===== src/rtl/qformat_pkg.sv =====
// Shared Q-format constants and divider state encoding.
package qformat_pkg;

   localparam int unsigned QDIV_N = 16;
   localparam int unsigned QDIV_Q = 12;

   localparam logic [15:0] QMAX = 16'h7FFF;
   localparam logic [15:0] QMIN = 16'h8000;

   typedef enum logic [2:0] {
      StIdle,
      StLoad,
      StDiv,
      StFix,
      StDone
   } state_e;

endpackage


===== src/rtl/qdiv_step.sv =====
// One combinational restoring-division step: shift in a dividend bit, trial-subtract the divisor.
module qdiv_step #(
   parameter int unsigned W = 16
) (
   input  logic [W:0]   rem,
   input  logic         in_bit,
   input  logic [W-1:0] divisor,
   output logic [W:0]   rem_next,
   output logic         q_bit
);

   logic [W+1:0] shifted;
   logic [W+1:0] trial;

   always_comb begin
      shifted  = {rem, in_bit};
      trial    = shifted - {2'b00, divisor};
      // No borrow out of the top bit means the divisor fits.
      q_bit    = ~trial[W+1];
      rem_next = q_bit ? trial[W:0] : shifted[W:0];
   end

endmodule


===== src/rtl/qdiv_seq.sv =====
// Sequential signed Q-format divider, one quotient bit per clock, valid/ready on both sides.
// Define QDIV_ROUND_EN for an extra guard bit and half-away-from-zero rounding.
module qdiv_seq
   import qformat_pkg::*;
#(
   parameter int unsigned N = QDIV_N,
   parameter int unsigned Q = QDIV_Q
) (
   input  logic         clk,
   input  logic         rst,
   input  logic         in_valid,
   output logic         in_ready,
   input  logic [N-1:0] a,
   input  logic [N-1:0] b,
   output logic         out_valid,
   input  logic         out_ready,
   output logic [N-1:0] q_result,
   output logic         overflow,
   output logic         div_by_zero
);

`ifdef QDIV_ROUND_EN
   localparam int unsigned Guard = 1;
`else
   localparam int unsigned Guard = 0;
`endif
   localparam int unsigned Shift = Q + Guard;
   localparam int unsigned Dw    = N + Shift;
   localparam int unsigned Iter  = Dw;
   localparam int unsigned Cw    = $clog2(Iter);

   localparam logic [N-1:0]  SatPos    = {1'b0, {(N-1){1'b1}}};
   localparam logic [N-1:0]  SatNeg    = {1'b1, {(N-1){1'b0}}};
   localparam logic [Dw-1:0] MagPosMax = Dw'(SatPos);
   localparam logic [Dw-1:0] MagNegMax = Dw'(SatNeg);

   state_e         state_q, state_d;
   logic [N-1:0]   a_q, a_d, b_q, b_d;
   logic [N-1:0]   mag_b_q, mag_b_d;
   logic           sign_q, sign_d, neg_a_q, neg_a_d, dbz_q, dbz_d;
   logic [Dw-1:0]  dvd_q, dvd_d;
   logic [N:0]     rem_q, rem_d, rem_step;
   logic [Cw-1:0]  cnt_q, cnt_d;
   logic [N-1:0]   res_q, res_d;
   logic           ovf_q, ovf_d, dz_q, dz_d, valid_q, valid_d;
   logic           q_bit;
   logic [N-1:0]   mag_a;
   logic [Dw-1:0]  mag_fix;

   // dvd_q shifts dividend bits out of the top while quotient bits enter at the bottom.
   qdiv_step #(
      .W (N)
   ) u_step (
      .rem      (rem_q),
      .in_bit   (dvd_q[Dw-1]),
      .divisor  (mag_b_q),
      .rem_next (rem_step),
      .q_bit    (q_bit)
   );

   always_comb begin
      mag_a = a_q[N-1] ? (N'(0) - a_q) : a_q;
`ifdef QDIV_ROUND_EN
      mag_fix = {1'b0, dvd_q[Dw-1:1]} + Dw'(dvd_q[0]);
`else
      mag_fix = dvd_q;
`endif
   end

   always_comb begin
      state_d = state_q;
      a_d     = a_q;
      b_d     = b_q;
      mag_b_d = mag_b_q;
      sign_d  = sign_q;
      neg_a_d = neg_a_q;
      dbz_d   = dbz_q;
      dvd_d   = dvd_q;
      rem_d   = rem_q;
      cnt_d   = cnt_q;
      res_d   = res_q;
      ovf_d   = ovf_q;
      dz_d    = dz_q;
      valid_d = valid_q;

      unique case (state_q)
         StIdle: begin
            if (in_valid) begin
               a_d     = a;
               b_d     = b;
               state_d = StLoad;
            end
         end
         StLoad: begin
            sign_d  = (a_q[N-1] ^ b_q[N-1]) && (a_q != '0);
            neg_a_d = a_q[N-1];
            mag_b_d = b_q[N-1] ? (N'(0) - b_q) : b_q;
            dvd_d   = {mag_a, {Shift{1'b0}}};
            rem_d   = '0;
            cnt_d   = Cw'(Iter - 1);
            dbz_d   = (b_q == '0);
            state_d = (b_q == '0) ? StFix : StDiv;
         end
         StDiv: begin
            rem_d = rem_step;
            dvd_d = {dvd_q[Dw-2:0], q_bit};
            cnt_d = cnt_q - Cw'(1);
            if (cnt_q == '0) begin
               state_d = StFix;
            end
         end
         StFix: begin
            ovf_d = 1'b0;
            dz_d  = dbz_q;
            if (dbz_q) begin
               res_d = neg_a_q ? SatNeg : SatPos;
            end else if (!sign_q && (mag_fix > MagPosMax)) begin
               res_d = SatPos;
               ovf_d = 1'b1;
            end else if (sign_q && (mag_fix > MagNegMax)) begin
               res_d = SatNeg;
               ovf_d = 1'b1;
            end else begin
               res_d = sign_q ? (N'(0) - mag_fix[N-1:0]) : mag_fix[N-1:0];
            end
            valid_d = 1'b0;
            state_d = StDone;
         end
         StDone: begin
            // Results are registered on entry; out_valid follows one cycle later.
            if (valid_q && out_ready) begin
               valid_d = 1'b0;
               state_d = StIdle;
            end else begin
               valid_d = 1'b1;
            end
         end
         default: state_d = StIdle;
      endcase
   end

   always_ff @(posedge clk) begin
      if (rst) begin
         state_q <= StIdle;
         a_q     <= '0;
         b_q     <= '0;
         mag_b_q <= '0;
         sign_q  <= 1'b0;
         neg_a_q <= 1'b0;
         dbz_q   <= 1'b0;
         dvd_q   <= '0;
         rem_q   <= '0;
         cnt_q   <= '0;
         res_q   <= '0;
         ovf_q   <= 1'b0;
         dz_q    <= 1'b0;
         valid_q <= 1'b0;
      end else begin
         state_q <= state_d;
         a_q     <= a_d;
         b_q     <= b_d;
         mag_b_q <= mag_b_d;
         sign_q  <= sign_d;
         neg_a_q <= neg_a_d;
         dbz_q   <= dbz_d;
         dvd_q   <= dvd_d;
         rem_q   <= rem_d;
         cnt_q   <= cnt_d;
         res_q   <= res_d;
         ovf_q   <= ovf_d;
         dz_q    <= dz_d;
         valid_q <= valid_d;
      end
   end

   assign in_ready    = (state_q == StIdle);
   assign out_valid   = valid_q;
   assign q_result    = res_q;
   assign overflow    = ovf_q;
   assign div_by_zero = dz_q;

endmodule


===== config.mk =====
export PLATFORM = sky130hd
export DESIGN_NAME = qdiv_seq
export DESIGN_NICKNAME = d
export VERILOG_FILES = /design/src/rtl/qformat_pkg.sv /design/src/rtl/qdiv_step.sv /design/src/rtl/qdiv_seq.sv
export SDC_FILE = /design/constraint.sdc
export NUM_CORES = 1
export LEC_CHECK = 0
export ABC_CLOCK_PERIOD_IN_PS = 3700
export CORE_ASPECT_RATIO = 0.8
export CORE_MARGIN = 1
export CORE_UTILIZATION = 45
export CTS_CLUSTER_DIAMETER = 100
export DETAILED_ROUTE_END_ITERATION = 7
export PLACE_DENSITY = 0.66
export SLEW_MARGIN = 10
export SYNTH_ARGS = -nofsm -noshare
export SYNTH_HDL_FRONTEND = slang
export SYNTH_HIERARCHICAL = 1
export SYNTH_SLANG_ARGS = --single-unit
export TNS_END_PERCENT = 30

===== constraint.sdc =====
create_clock -name clk -period 3.7 [get_ports clk]
set_clock_uncertainty 0.05 [all_clocks]
set_input_delay 0.925 -clock clk [delete_from_list [all_inputs] [get_ports clk]]
set_output_delay 0.925 -clock clk [all_outputs]
set_load 0.1 [all_outputs]

==> results by group <==
Outcome
  – Status: complete, no violations

Global route
  – Vias in the first global route: around 5600
  – Number of antenna violations at the first check in global routing: 0
  – Pin count of the biggest net entering global routing: 52
  – GRT Overall Usage: 22.0%
  – Total grt overflow: 0
  – First-pass GRT wire length: about 28 mm

Floorplanning
  – # IOs: 56
  – Die Ht: 112 µm
  – Initial Util: 47.0%
  – Row count: 39
  – Core area: 14600 µm²
  – DIE WIDTH: 140 µm
  – DIE AREA: 15700 µm²

Clocking
  – Worst skew pair latency: 0.42 ns
  – CTS Sinks: 123
  – CTS clk-pin slew, worst paths: 0.06 ns
  – CTS Buf Count: 17
  – # Post-CTS Setup Buffers: 0
  – H-tree depth: 4
  – CTS tree: built
  – Clock buffer depth: 2
  – Hold-fix buffers, CTS: 0
  – Post-CTS sizing: 0
  – Root Driver: clkbuf_16

Synthesis
  – Main area contributors after synthesis: dfxtp_1, a21oi_1, nand2_1, a22oi_1, nor2_1
  – Most common cell in the netlist: dfxtp_1
  – Area of the mapped netlist: 6860 µm²
  – Commonest cells in the netlist: dfxtp_1, nand2_1, a21oi_1
  – Avg Inst Size Synth: 8.11 µm²
  – Asr flop ratio synth: 0%
  – Yosys cell types: between 70 and 80
  – Post-synth EDFFs: 0
  – Cell accounting for the most synthesized area: dfxtp_1
  – Sequential area share after synthesis: 35.9%
  – Yosys reg bits: 123
  – Syn Nets: 904
  – Top-area cell type share of the netlist area: 35.9%
  – Prevailing post-synth register cell: dfxtp_1
  – Post-synthesis cell count: 846
  – Synthesis Warnings: 6

STA
  – Final Hold Fails: 0
  – Final period util: 84.8%
  – Fmax: around 320 MHz
  – Worst setup margin: 0.563 ns
  – Pins Over Slew Limit: 0
  – Worst-Margin Slew: 1.09 ns
  – Tmin final: 3.14 ns
  – Endpoints failing setup: 0
  – RSZ-0062 raised after global routing: false
  – Setup TNS: 0 ns
  – Slew HR: between 20% and 30%
  – Hold_ws: around 0.41 ns

Placed design
  – I/O Buffers: 55
  – Placed cell area: 7380 µm²
  – Dpl ws: 0.633 ns
  – Placed cells: 1027
  – RePlAce Congestion: 0.891
  – Detailed placer's ending HPWL: 11.6 mm

Power and ir drop
  – Leakage: 2.91 nW
  – Pwr Density: 756 nW/µm²
  – Total internal power: between 3 and 4 mW
  – Total power draw: 6.03 mW
  – Combinational Power Share: 44.8%
  – Clk pwr share: 27.7%
  – Switching Share: 37.8%
  – Worst vdd ir: 0.530 mV
  – Sequential share of power: 27.5%
  – Net Switching: 2.28 mW

Critical path
  – Slowest cell on the critical path: fa_1
  – CP required: 3.93 ns
  – Family with the most delay on the worst path: compound AO/OA/AOI/OAI gates
  – Setup crit end kind: register
  – Crit-path max FO: 3
  – CP arrival: 3.37 ns
  – R2r endpoint: rem_q[12]$_SDFFE_PP0P_
  – Critical-path cell list: inv_1 > ha_1 > fa_1 > nand2b_1 > a21oi_1 > nor2b_1 > o21ai_0 > a31oi_1 > xnor2_1 > mux2_4 > a22oi_1 > nor2_1
  – Worst R2R Setup Slack: 0.56 ns
  – Crit path launch type: register
  – Crit Path Class: reg2reg
  – Crit path buf inv count: 1
  – Max incr delay on CP: ~0.41 ns
  – Worst R2R Path Depth: 12
  – Reg-to-Reg Start: dvd_q[27]$_SDFFE_PP0P_

Drt
  – Routed vias: 5983
  – WL/cell: 15.7 µm
  – DRT Pass-1 Iters: 4
  – DR iter-0 viols: between 400 and 500
  – Final wirelength: 16.6 mm
  – Drt via density: 5.65
  – Drt drc: 0
  – Post-route ant nets: 0

Finish
  – Finished Layout Cells: 1059
  – Layout cells sized above 1: 10.7%
  – Finished Cell Area: 7980 µm²
  – Final Util: 54.7%
  – Ant diodes: 0
  – Layout area overhead: 16.3%
  – Fin nets: 920

Min path
  – Hold depth: 2
  – HP Start: div_by_zero$_SDFFE_PP0P_
  – Worst hold endpoint: div_by_zero$_SDFFE_PP0P_
  – Min-delay worst type: reg2reg

Flow run
  – Max-cap violations: 0
-- routing by layer --
layer / wire length, µm / vias up / global-route usage [%] / share of wire (%)
met2: 6970 / 132 / 31.8 / 42
li1: - / 3069 / - / -
met3: 774 / 11 / 5.59 / 4.7
met5: 0 / - / 0 / 0
met4: 110 / 0 / 6.01 / 0.66
met1: 8740 / 2771 / 32.1 / 53
-- cell usage in the layout (no fill, tap or decap), types with 21 or more instances in the layout --
cell type	Yosys	final
a211oi_1	21	21
a21oi_1	87	87
a22oi_1	44	44
buf_4	2	21
clkdlybuf4s50_1	0	41
dfxtp_1	123	123
ha_1	21	21
inv_1	33	33
nand2_1	115	115
nor2_1	82	81
xnor2_1	21	21
xor2_1	25	25
-- flip-flops by register name, indices dropped and copies added, names as in the netlist --
register	cells
a_q	16
b_q	16
cnt_q	5
dbz_q	1
div_by_zero	1
dvd_q	28
mag_b_q	16
neg_a_q	1
out_valid	1
overflow	1
q_result	16
rem_q	17
sign_q	1
state_q	3
-- power by group through the flow --
| stage | Combinational [mW] | Clock, mW | Sequential [mW] |
|---|---|---|---|
| floorplan | 2.21 | 0 | 1.68 |
| global placement | 2.65 | 0 | 1.67 |
| detailed placement | 2.68 | 0 | 1.68 |
| CTS | 2.69 | 1.70 | 1.65 |
| global route | 2.94 | 1.76 | 1.68 |
| finish | 2.70 | 1.67 | 1.66 |
-- layout make-up --
cell class,instances,area (µm²)
timing repair buffer,63,588
multi-input combinational,624,3980
clock inverter,13,150
clock buffer,19,443
tap,184,230
inverter,33,124
fill,1354,6610
sequential,123,2460
-- kinds of logic (layout without fill, tap and decap cells) --
| kind of cell | Yosys count | in the layout | synth area share (%) |
|---|---|---|---|
| AND/OR/NAND/NOR | 294 | 294 | 20.1 |
| buffers and inverters | 99 | 128 | 6.33 |
| multiplexers | 20 | 20 | 3.52 |
| adder cells (fa/ha/maj) | 22 | 22 | 4.12 |
| AO/OA/AOI/OAI | 241 | 241 | 23.8 |
| flip-flops | 123 | 123 | 35.9 |
| XOR/XNOR | 47 | 47 | 6.28 |
-- worst max path at each step --
stage	from	to	slack, ns	cells after the start
6_report	dvd_q[27]$_SDFFE_PP0P_	rem_q[12]$_SDFFE_PP0P_	0.56	12
5_1_grt	dvd_q[27]$_SDFFE_PP0P_	rem_q[12]$_SDFFE_PP0P_	0.40	12
4_1_cts	dvd_q[27]$_SDFFE_PP0P_	rem_q[12]$_SDFFE_PP0P_	0.62	12
3_5_place_dp	dvd_q[27]$_SDFFE_PP0P_	rem_q[12]$_SDFFE_PP0P_	0.63	12
3_3_place_gp	mag_b_q[12]$_SDFFE_PP0P_	rem_q[5]$_SDFFE_PP0P_	0.75	11
2_1_floorplan	state_q[2]$_SDFFE_PP0P_	a_q[0]$_SDFFE_PP0P_	0.94	7
-- worst reg2reg max path, delay by kind of cell (launching register included) --
family,cells,cell delay [ns]
buf+inv,1,0.08
fa+ha+maj,2,0.65
simple gates,3,0.37
compound gates,4,1.03
xor+xnor,1,0.19
flops,1,0.39
mux,1,0.27
(Power assumes the default switching activity.)
